**src/rtl/mips_pkg.sv**
```systemverilog
// mips_pkg: shared loader state encoding and sizing constants
package mips_pkg;
  typedef enum logic [2:0] {S_CNT_HI, S_CNT_LO, S_DATA, S_CSUM, S_DONE, S_ERR} loader_state_t;
  localparam int LDR_CNT_W = 16;
  localparam int WORD_BYTES = 4;
endpackage

```
**src/rtl/imem_byte_packer.sv**
```systemverilog
// imem_byte_packer: assembles accepted bytes MSB-first into 32-bit words
module imem_byte_packer
  import mips_pkg::*;
(
  input  logic        clk,
  input  logic        rst_n,
  input  logic        acc,
  input  logic [7:0]  byte_in,
  output logic        word_valid,
  output logic [31:0] word
);
  logic [1:0] byte_idx_q, byte_idx_d;
  logic [23:0] sr_q, sr_d;
  always_comb begin
    byte_idx_d = acc ? byte_idx_q + 2'd1 : byte_idx_q;
    sr_d = acc ? {sr_q[15:0], byte_in} : sr_q;
    word_valid = acc && byte_idx_q == 2'(WORD_BYTES - 1);
    word = {sr_q, byte_in};
  end
  always_ff @(posedge clk) begin
    if (!rst_n) begin
      byte_idx_q <= '0;
      sr_q <= '0;
    end else begin
      byte_idx_q <= byte_idx_d;
      sr_q <= sr_d;
    end
  end
endmodule

```
**src/rtl/imem_loader.sv**
```systemverilog
// imem_loader: boot loader streaming a counted word image into imem, core held in reset until done
// Define IMEM_LOADER_CHECKSUM_EN to require a trailing XOR checksum byte.
module imem_loader
  import mips_pkg::*;
#(
  parameter logic [31:0] BASE_ADDR = 32'h0,
  parameter int MAX_WORDS = 256,
  parameter int ADDR_W = 32
) (
  input  logic              clk,
  input  logic              rst_n,
  input  logic              in_valid,
  input  logic [7:0]        in_data,
  output logic              in_ready,
  output logic              imem_we,
  output logic [ADDR_W-1:0] imem_addr,
  output logic [31:0]       imem_wdata,
  output logic              core_rst_n,
  output logic              load_done,
  output logic              load_err
);
`ifdef IMEM_LOADER_CHECKSUM_EN
  localparam loader_state_t FIN = S_CSUM;
`else
  localparam loader_state_t FIN = S_DONE;
`endif
  localparam logic [ADDR_W-1:0] BASE = ADDR_W'(BASE_ADDR);
  loader_state_t state_q, state_d;
  logic [LDR_CNT_W-1:0] cnt_q, cnt_d, word_idx_q, word_idx_d;
  logic imem_we_q, imem_we_d, core_rst_n_q, core_rst_n_d;
  logic load_done_q, load_done_d, load_err_q, load_err_d;
  logic [ADDR_W-1:0] imem_addr_q, imem_addr_d;
  logic [31:0] imem_wdata_q, imem_wdata_d, word;
  logic acc, pk_acc, word_valid;
  assign in_ready = rst_n && state_q != S_DONE && state_q != S_ERR;
  assign acc = in_valid && in_ready;
  assign pk_acc = acc && state_q == S_DATA;
  imem_byte_packer u_packer (
    .clk(clk), .rst_n(rst_n), .acc(pk_acc), .byte_in(in_data),
    .word_valid(word_valid), .word(word)
  );
`ifdef IMEM_LOADER_CHECKSUM_EN
  logic [7:0] xor_q, xor_d;
  assign xor_d = pk_acc ? xor_q ^ in_data : xor_q;
  always_ff @(posedge clk) xor_q <= !rst_n ? 8'h00 : xor_d;
`endif
  always_comb begin
    state_d = state_q;
    cnt_d = cnt_q;
    word_idx_d = word_idx_q;
    imem_we_d = word_valid;
    imem_addr_d = word_valid ? BASE + ADDR_W'({word_idx_q, 2'b00}) : imem_addr_q;
    imem_wdata_d = word_valid ? word : imem_wdata_q;
    core_rst_n_d = state_q == S_DONE;
    load_done_d = state_q == S_DONE;
    load_err_d = state_q == S_ERR;
    if (acc && state_q == S_CNT_HI) begin
      cnt_d = {in_data, 8'h00};
      state_d = S_CNT_LO;
    end
    if (acc && state_q == S_CNT_LO) begin
      cnt_d = {cnt_q[15:8], in_data};
      state_d = cnt_d == '0 ? FIN : (32'(cnt_d) > 32'(MAX_WORDS) ? S_ERR : S_DATA);
    end
    if (state_q == S_DATA && word_valid) begin
      word_idx_d = word_idx_q + 16'd1;
      state_d = word_idx_q == cnt_q - 16'd1 ? FIN : S_DATA;
    end
`ifdef IMEM_LOADER_CHECKSUM_EN
    if (acc && state_q == S_CSUM) state_d = in_data == xor_q ? S_DONE : S_ERR;
`endif
  end
  always_ff @(posedge clk) begin
    if (!rst_n) begin
      state_q <= S_CNT_HI;
      cnt_q <= '0;
      word_idx_q <= '0;
      imem_we_q <= 1'b0;
      imem_addr_q <= BASE;
      imem_wdata_q <= '0;
      core_rst_n_q <= 1'b0;
      load_done_q <= 1'b0;
      load_err_q <= 1'b0;
    end else begin
      state_q <= state_d;
      cnt_q <= cnt_d;
      word_idx_q <= word_idx_d;
      imem_we_q <= imem_we_d;
      imem_addr_q <= imem_addr_d;
      imem_wdata_q <= imem_wdata_d;
      core_rst_n_q <= core_rst_n_d;
      load_done_q <= load_done_d;
      load_err_q <= load_err_d;
    end
  end
  assign imem_we = imem_we_q;
  assign imem_addr = imem_addr_q;
  assign imem_wdata = imem_wdata_q;
  assign core_rst_n = core_rst_n_q;
  assign load_done = load_done_q;
  assign load_err = load_err_q;
endmodule

```
**config.mk**
```make
export PLATFORM = sky130hd
export DESIGN_NAME = imem_loader
export DESIGN_NICKNAME = d
export VERILOG_FILES = /design/src/rtl/mips_pkg.sv /design/src/rtl/imem_byte_packer.sv /design/src/rtl/imem_loader.sv
export SDC_FILE = /design/constraint.sdc
export NUM_CORES = 1
export LEC_CHECK = 0
export ABC_AREA = 1
export CORE_MARGIN = 5
export CORE_UTILIZATION = 48
export DETAILED_ROUTE_END_ITERATION = 7
export PLACE_DENSITY_LB_ADDON = 0.12
export SLEW_MARGIN = 10
export SYNTH_ARGS = -nofsm -noshare
export SYNTH_HDL_FRONTEND = slang
export SYNTH_SLANG_ARGS = --single-unit
```
**constraint.sdc**
```tcl
create_clock -name clk -period 1.6 [get_ports clk]
set_input_delay 0.16 -clock clk [delete_from_list [all_inputs] [get_ports clk]]
set_output_delay 0.16 -clock clk [all_outputs]
set_load 0.02 [all_outputs]
```
==> flow_metrics.env, run 1 <==
export IMPL_clock_latency_ns=0.39
export IMPL_cp_start_kind="register"
export IMPL_r2r_end="word_idx_q[13]"
export IMPL_synth_top_area_share_pct=48.0
export IMPL_ys_seq_area_share_pct=48.0
export IMPL_rows=36
export IMPL_path_delay_family="simple AND/OR/NAND/NOR gates"
export IMPL_synth_most_common_cell="nand2_1"
export IMPL_async_reset_ff_share_pct=0
export IMPL_min_period_over_period_pct=112
export IMPL_met3_usage_pct=5.68
export IMPL_rr_worst_depth=12
export IMPL_final_nets=759
export IMPL_maxCapViolCount=0
export IMPL_yosysTopAreaCell="dfxtp_1"
export IMPL_synthTopCellsByArea="dfxtp_1 (48%), nand2_1 (9.8%), o21ai_0 (7.1%), nor2_1 (6.2%), a22o_1 (4.7%)"
export IMPL_cts_tree="yes"
export IMPL_r2r_setup_slack_ns=-0.19
export IMPL_n_fill_cell=837
export IMPL_synth_edf_count=0
export IMPL_dp_cells=852
export IMPL_postRouteAntennaNets=0
export IMPL_numCtsBuffers=9
export IMPL_path_clk_slew_ns=0.10
export IMPL_rsz0062_at_grt="true"
export IMPL_hp_start="in_data[6]"
export IMPL_rr_startpoint="state_q[1]"
export IMPL_power_leakage_nw=2.91
export IMPL_ys_ff_latch=112
export IMPL_hold_viol_final=0
export IMPL_dr_total_vias=4444
export IMPL_hold_end="cnt_q[6]"
export IMPL_yosysWarnings=0
export IMPL_yosys_cell_types_count=35
export IMPL_grt_pass1_vias=4337
export IMPL_crit_cells=12
export IMPL_critical_path_cell_chain="inv_2, nand2_2, nand3_4, nor3_4, buf_6, nand2_4, nor2_4, nand2_4, nor2_4, nand2_2, o21ai_2, a21oi_1"
export IMPL_gp_congestion=0.872
export IMPL_cp_max_fo=4
export IMPL_cts_sinks=112
export IMPL_violations="setup timing"
export IMPL_synth_top_cells_by_count="nand2_1 (122), dfxtp_1 (112), nor2_1 (77)"
export IMPL_min_path_cells=3
export IMPL_slowest_stage="dfxtp_4"
export IMPL_critPathMaxStageDelay_ns=0.38
export IMPL_crit_buf_inv=2
export IMPL_final_layout_size_suffix_gt1_share_pct=22.3
export IMPL_pre_cts_ws_ns=-0.506
export IMPL_diodes=0
export IMPL_cp_end_kind="register"
export IMPL_grt_pass1_wl_mm=20.5
export IMPL_initial_core_util_pct=48.5
export IMPL_syn_mean_instance_area_um2=7.62
export IMPL_io_pins=80
export IMPL_cp_required_ns=1.88
export IMPL_grt_max_degree=46
export IMPL_netlist_area_um2=4670
export IMPL_drt_wl_total_mm=13.5
export IMPL_top_usage_layer="met2"
export IMPL_worstSetupPathType="reg -> reg"
export IMPL_synthCells=613
export IMPL_io_buffers=63
export IMPL_overflow=0
export IMPL_stdcell_count=883
export IMPL_worst_slack_ns=-0.190
export IMPL_peakVddDrop_uv=582
export IMPL_die_y_um=109
export IMPL_fmax_mhz=559
export IMPL_synth_flop_cell="dfxtp_1"
export IMPL_period_minus_slack_ns=1.79
export IMPL_drt_iter0_markers=135
export IMPL_avgRoutedWirePerCell_um=15.3
export IMPL_slew_viol_final=0
export IMPL_dieArea_um2=11800
export IMPL_outcome="finished with violations"
export IMPL_cts_root_buffer="clkbuf_8"
export IMPL_coreArea_um2=9640
export IMPL_routed_via_density=5.03
export IMPL_clk_path_buf_depth=2
export IMPL_dieWidth_um=109
export IMPL_met2_usage_pct=39.8
export IMPL_p_per_area_nw_per_um2=811
export IMPL_min_path_type="in -> reg"
export IMPL_crit_arrival_ns=2.07
export IMPL_setup_viol=27
export IMPL_grt_usage_pct=22.0
export IMPL_syn_to_final_growth_pct=39.5
export IMPL_grtUsageMet1_pct=24.6
export IMPL_fin_skew_ns=0.0130
export IMPL_drc=0
export IMPL_hpwlAfterDp_mm=8.63
export IMPL_htree_num_levels=3
export IMPL_antenna_found_initial=0
export IMPL_holdBufCountCts=0
export IMPL_drtPass1Iterations=4
power breakdown:
part / total, mW / leakage, nW / internal (mW) / switching [mW]
registers: 2.86 / 0.907 / 2.82 / 0.0380
logic: 0.640 / 1.89 / 0.261 / 0.379
clock network: 1.79 / 0.109 / 0.789 / 0.998
through the flow:
stage | utilization, % | setup TNS [ns] | total power [mW] | hold WS [ns] | area, um2
final | 67.6 | -1.33 | 5.29 | 0.360 | 6520
after global placement | 60.7 | -28.50 | 3.49 | 0.430 | 5850
after floorplan | - | -0.0432 | 3.31 | 0.305 | 4730
after CTS | 64.1 | -3.56 | 5.28 | 0.353 | 6180
after detailed placement | 60.7 | -33.07 | 3.50 | 0.446 | 5850
after global routing | 67.6 | -5.16 | 5.51 | 0.363 | 6520
registers in the layout, summed over array words and instances, names as in the netlist:
signal	count
cnt_q	16
imem_addr	16
imem_wdata	32
imem_we	1
load_done	1
load_err	1
state_q	3
u_packer.byte_idx_q	2
u_packer.sr_q	24
word_idx_q	16
repair_timing:
| item | in CTS | in global routing |
|---|---|---|
| endpoints found under the setup margin | 65 | 81 |
| pin swaps | 28 | 18 |
| gates resized for setup | 40 | 70 |
| gates cloned | 1 | 5 |
| hold endpoints to repair | 0 | 0 |
| setup buffers | 4 | 7 |
layer usage:
layer,wire length [um],vias up,share of wire [%]
met1,5470,2055,41
met3,741,40,5.5
met2,6800,110,50
li1,-,2239,-
met5,0,-,0
met4,456,0,3.4
how the worst max path moves through the flow:
stage                           start              to  slack, ns
3_3_place_gp                    rst_n  word_idx_q[13]      -0.49
3_5_place_dp                    rst_n  word_idx_q[13]      -0.51
5_1_grt                      cnt_q[1]      state_q[1]      -0.28
2_1_floorplan  u_packer.byte_idx_q[0]  word_idx_q[13]      -0.04
6_report                   state_q[1]  word_idx_q[13]      -0.19
4_1_cts                    state_q[1]  word_idx_q[13]      -0.21
final cells by class:
class / instances / area, um2 / share of cell area (%)
sequential: 112 / 2250 / 34.5
timing repair buffer: 143 / 1340 / 20.5
multi-input combinational: 422 / 2330 / 35.8
clock inverter: 6 / 72.6 / 1.11
clock buffer: 10 / 138 / 2.11
inverter: 57 / 218 / 3.34
tap: 133 / 166 / 2.55
cells by family (layout without fill, tap and decap cells):
logic type / after synthesis / count (layout) / synth area share (%)
and+or+nand+nor: 253 / 258 / 22.8
buffers and inverters: 99 / 216 / 9.40
adders and majority gates: 3 / 3 / 0.803
DFF: 112 / 112 / 48.0
other: 1 / 16 / 0.0802
AOI/OAI and AO/OA: 135 / 135 / 16.8
xor gates and xnor gates: 10 / 10 / 2.17
cells in the final DEF, fill, tap and decap left out, types with 3 or more instances in the layout:
cell type,count
dfxtp_1,106
nor2_4,11
buf_6,10
buf_12,4
dfxtp_2,5
a21oi_2,3
inv_2,8
a22o_1,25
nor2_2,8
xor2_1,7
clkdlybuf4s50_1,60
nor3_1,7
o21ai_1,8
nand2_2,6
inv_1,47
a21oi_1,35
nand2_4,3
buf_4,66
conb_1,16
nor2_1,65
o21ai_2,7
nor3b_2,3
clkbuf_8,10
nand2_1,114
o21ai_0,53
nand4_1,4
or2_2,4
nand3_1,21
worst register-to-register path: stages, from the launching register on:
cell and delay, ns:
dfxtp_4 0.38, inv_2 0.04, nand2_2 0.07, nand3_4 0.08, nor3_4 0.31, buf_6 0.17, nand2_4 0.06, nor2_4 0.12
nand2_4 0.08, nor2_4 0.12, nand2_2 0.07, o21ai_2 0.13, a21oi_1 0.05
No activity file was read; power rests on OpenSTA's default activity.
==> inputs of run 2 (changes only) <==
Settings changed: MAX_ROUTING_LAYER from default to met4.
==> run 2 against run 1 <==
Effect of this change: the run still ends with setup timing left; register-to-register slack improved by 0.02 ns; cell count did not move; design area decreased by 1.0%; routed wire length decreased by 1.7%; power fell by 3.1%; largest cell class unchanged; sequential share of layout area is 0.39 points higher; core utilization decreased by 0.69 points; combinational power shrank 0.9%; non-clock buffer count unchanged; critical endpoint unchanged; via count up 0.54%.
==> flow_metrics.env, run 2 (synthesis results as in run 1) <==
export IMPL_grt_max_degree=46
export IMPL_cp_max_fo=4
export IMPL_utilization_pct=66.9
export IMPL_period_minus_slack_ns=1.77
export IMPL_avgRoutedWirePerCell_um=15.0
export IMPL_htree_num_levels=3
export IMPL_drc=0
export IMPL_p_int_mw=3.70
export IMPL_numCtsBuffers=9
export IMPL_final_common_cell="nand2_1"
export IMPL_met3_usage_pct=4.20
export IMPL_hp_start="in_data[2]"
export IMPL_holdBufCountCts=0
export IMPL_seqCellArea_um2=2250
export IMPL_coreArea_um2=9640
export IMPL_drt_wl_total_mm=13.2
export IMPL_final_layout_size_suffix_gt1_share_pct=20.7
export IMPL_final_nets=759
export IMPL_routed_via_density=5.06
export IMPL_cp_required_ns=1.86
export IMPL_peakVddDrop_uv=505
export IMPL_clock_latency_ns=0.37
export IMPL_pwr_share_comb_pct=12.4
export IMPL_gp_congestion=0.892
export IMPL_io_buffers=63
export IMPL_cts_sinks=112
export IMPL_outcome="finished with violations"
export IMPL_swShare_pct=27.9
export IMPL_violations="setup timing"
export IMPL_dr_total_vias=4468
export IMPL_largest_reg_flops=32
export IMPL_worstSetupPathType="reg -> reg"
export IMPL_slew_viol_final=0
export IMPL_p_per_area_nw_per_um2=794
export IMPL_seqPwrFrac_pct=55.9
export IMPL_cts_root_buffer="clkbuf_8"
export IMPL_switching_power_mw=1.43
export IMPL_startpoint="state_q[1]"
export IMPL_critical_path_cell_chain="inv_2, nand2_2, nand3_4, nor3_4, buf_6, nand2_4, nor2_4, nand2_2, nor2_4, nand2_1, o21ai_1, a21oi_1"
export IMPL_crit_buf_inv=2
export IMPL_clock_power_share_pct=31.8
export IMPL_setup_viol=21
export IMPL_multi_input_area_um2=2280
export IMPL_power_leakage_nw=2.87
export IMPL_met2_usage_pct=40.4
export IMPL_cp_start_kind="register"
export IMPL_stdcell_count=883
export IMPL_dp_cells=853
export IMPL_finalSetupTns_ns=-1.33
export IMPL_postRouteAntennaNets=0
export IMPL_maxCapViolCount=0
export IMPL_top_usage_layer="met2"
export IMPL_crit_arrival_ns=2.02
export IMPL_drt_iter0_markers=158
export IMPL_rows=36
export IMPL_die_y_um=109
export IMPL_final_cell_mix="nand2_1 (116), dfxtp_1 (104), nor2_1 (70), buf_4 (67), clkdlybuf4s50_1 (61)"
export IMPL_path_delay_family="simple AND/OR/NAND/NOR gates"
export IMPL_n_fill_cell=882
export IMPL_worst_slack_ns=-0.168
export IMPL_overflow=0
export IMPL_grtUsageMet1_pct=26.0
export IMPL_hpwlAfterDp_mm=8.64
export IMPL_fmax_mhz=566
export IMPL_dieArea_um2=11800
export IMPL_syn_to_final_growth_pct=38.1
export IMPL_grt_pass1_wl_mm=20.6
export IMPL_hold_viol_final=0
export IMPL_clk_path_buf_depth=2
export IMPL_min_period_over_period_pct=110
export IMPL_fin_skew_ns=0.0197
export IMPL_cp_end_kind="register"
export IMPL_min_path_type="in -> reg"
export IMPL_initial_core_util_pct=48.5
export IMPL_rsz0062_at_grt="true"
export IMPL_path_clk_slew_ns=0.11
export IMPL_dieWidth_um=109
export IMPL_slowest_stage="dfxtp_4"
export IMPL_cts_tree="yes"
export IMPL_grt_usage_pct=23.0
export IMPL_rr_startpoint="state_q[1]"
export IMPL_io_pins=80
export IMPL_drtPass1Iterations=4
export IMPL_power_mw=5.12
export IMPL_diodes=0
export IMPL_grt_pass1_vias=4262
export IMPL_critPathMaxStageDelay_ns=0.38
export IMPL_antenna_found_initial=0
-- run 2: worst paths after layout --
kind                     to  slack [ns]  cells past startpoint
max          word_idx_q[13]       -0.17                     12
min                cnt_q[2]        0.37                      3
max reg2reg  word_idx_q[13]       -0.17                     12
min reg2reg    imem_addr[2]        0.45                      2
-- run 2: timing repair --
item                       CTS  global route
resized for setup           38            49
cloned                       3             3
setup endpoints to repair   64            56
pin swaps                   16            13
buffers inserted             4             5
-- run 2: power groups by stage --
| stage | logic (mW) | registers, mW | clock network [mW] |
|---|---|---|---|
| finish | 0.634 | 2.86 | 1.63 |
| global route | 0.705 | 2.87 | 1.79 |
| CTS | 0.606 | 2.86 | 1.67 |
| detailed placement | 0.578 | 2.92 | 0 |
| global placement | 0.569 | 2.92 | 0 |
| floorplan | 0.393 | 2.91 | 0 |
-- run 2: stage by stage --
step	area, um2	hold WS (ns)	setup slack [ns]
after floorplan	4730	0.305	-0.0432
after global placement	5860	0.431	-0.483
after detailed placement	5860	0.435	-0.518
after CTS	6200	0.360	-0.167
after global routing	6450	0.365	-0.285
final	6450	0.372	-0.168
-- run 2: layout make-up --
class,count,area share [%]
flip-flops and latches,112,34.9
multi-input cells,422,35.4
clock inverters,6,0.970
repair buffers,143,20.8
well taps,133,2.58
inverters,57,3.39
clock buffers,10,1.98
-- run 2: metal layers --
metal / wire, um / vias up / part of all wire [%]
met5: 0 / - / 0
met3: 345 / 22 / 2.6
met2: 7000 / 83 / 53
li1: - / 2240 / -
met1: 5600 / 2123 / 42
met4: 295 / 0 / 2.2
-- run 2: worst register-to-register path, delay by kind of cell (launching register included) --
family,cells,cell delay (ns)
AO/OA/AOI/OAI,2,0.17
flip-flops,1,0.38
buffers and inverters,2,0.21
AND/OR/NAND/NOR,8,0.90
==> inputs of run 3 (changes only) <==
Settings changed: CTS_CLUSTER_DIAMETER from default to 30.
==> results of run 3 <==
The final DEF is identical to that of run 2; final timing and power are the same.
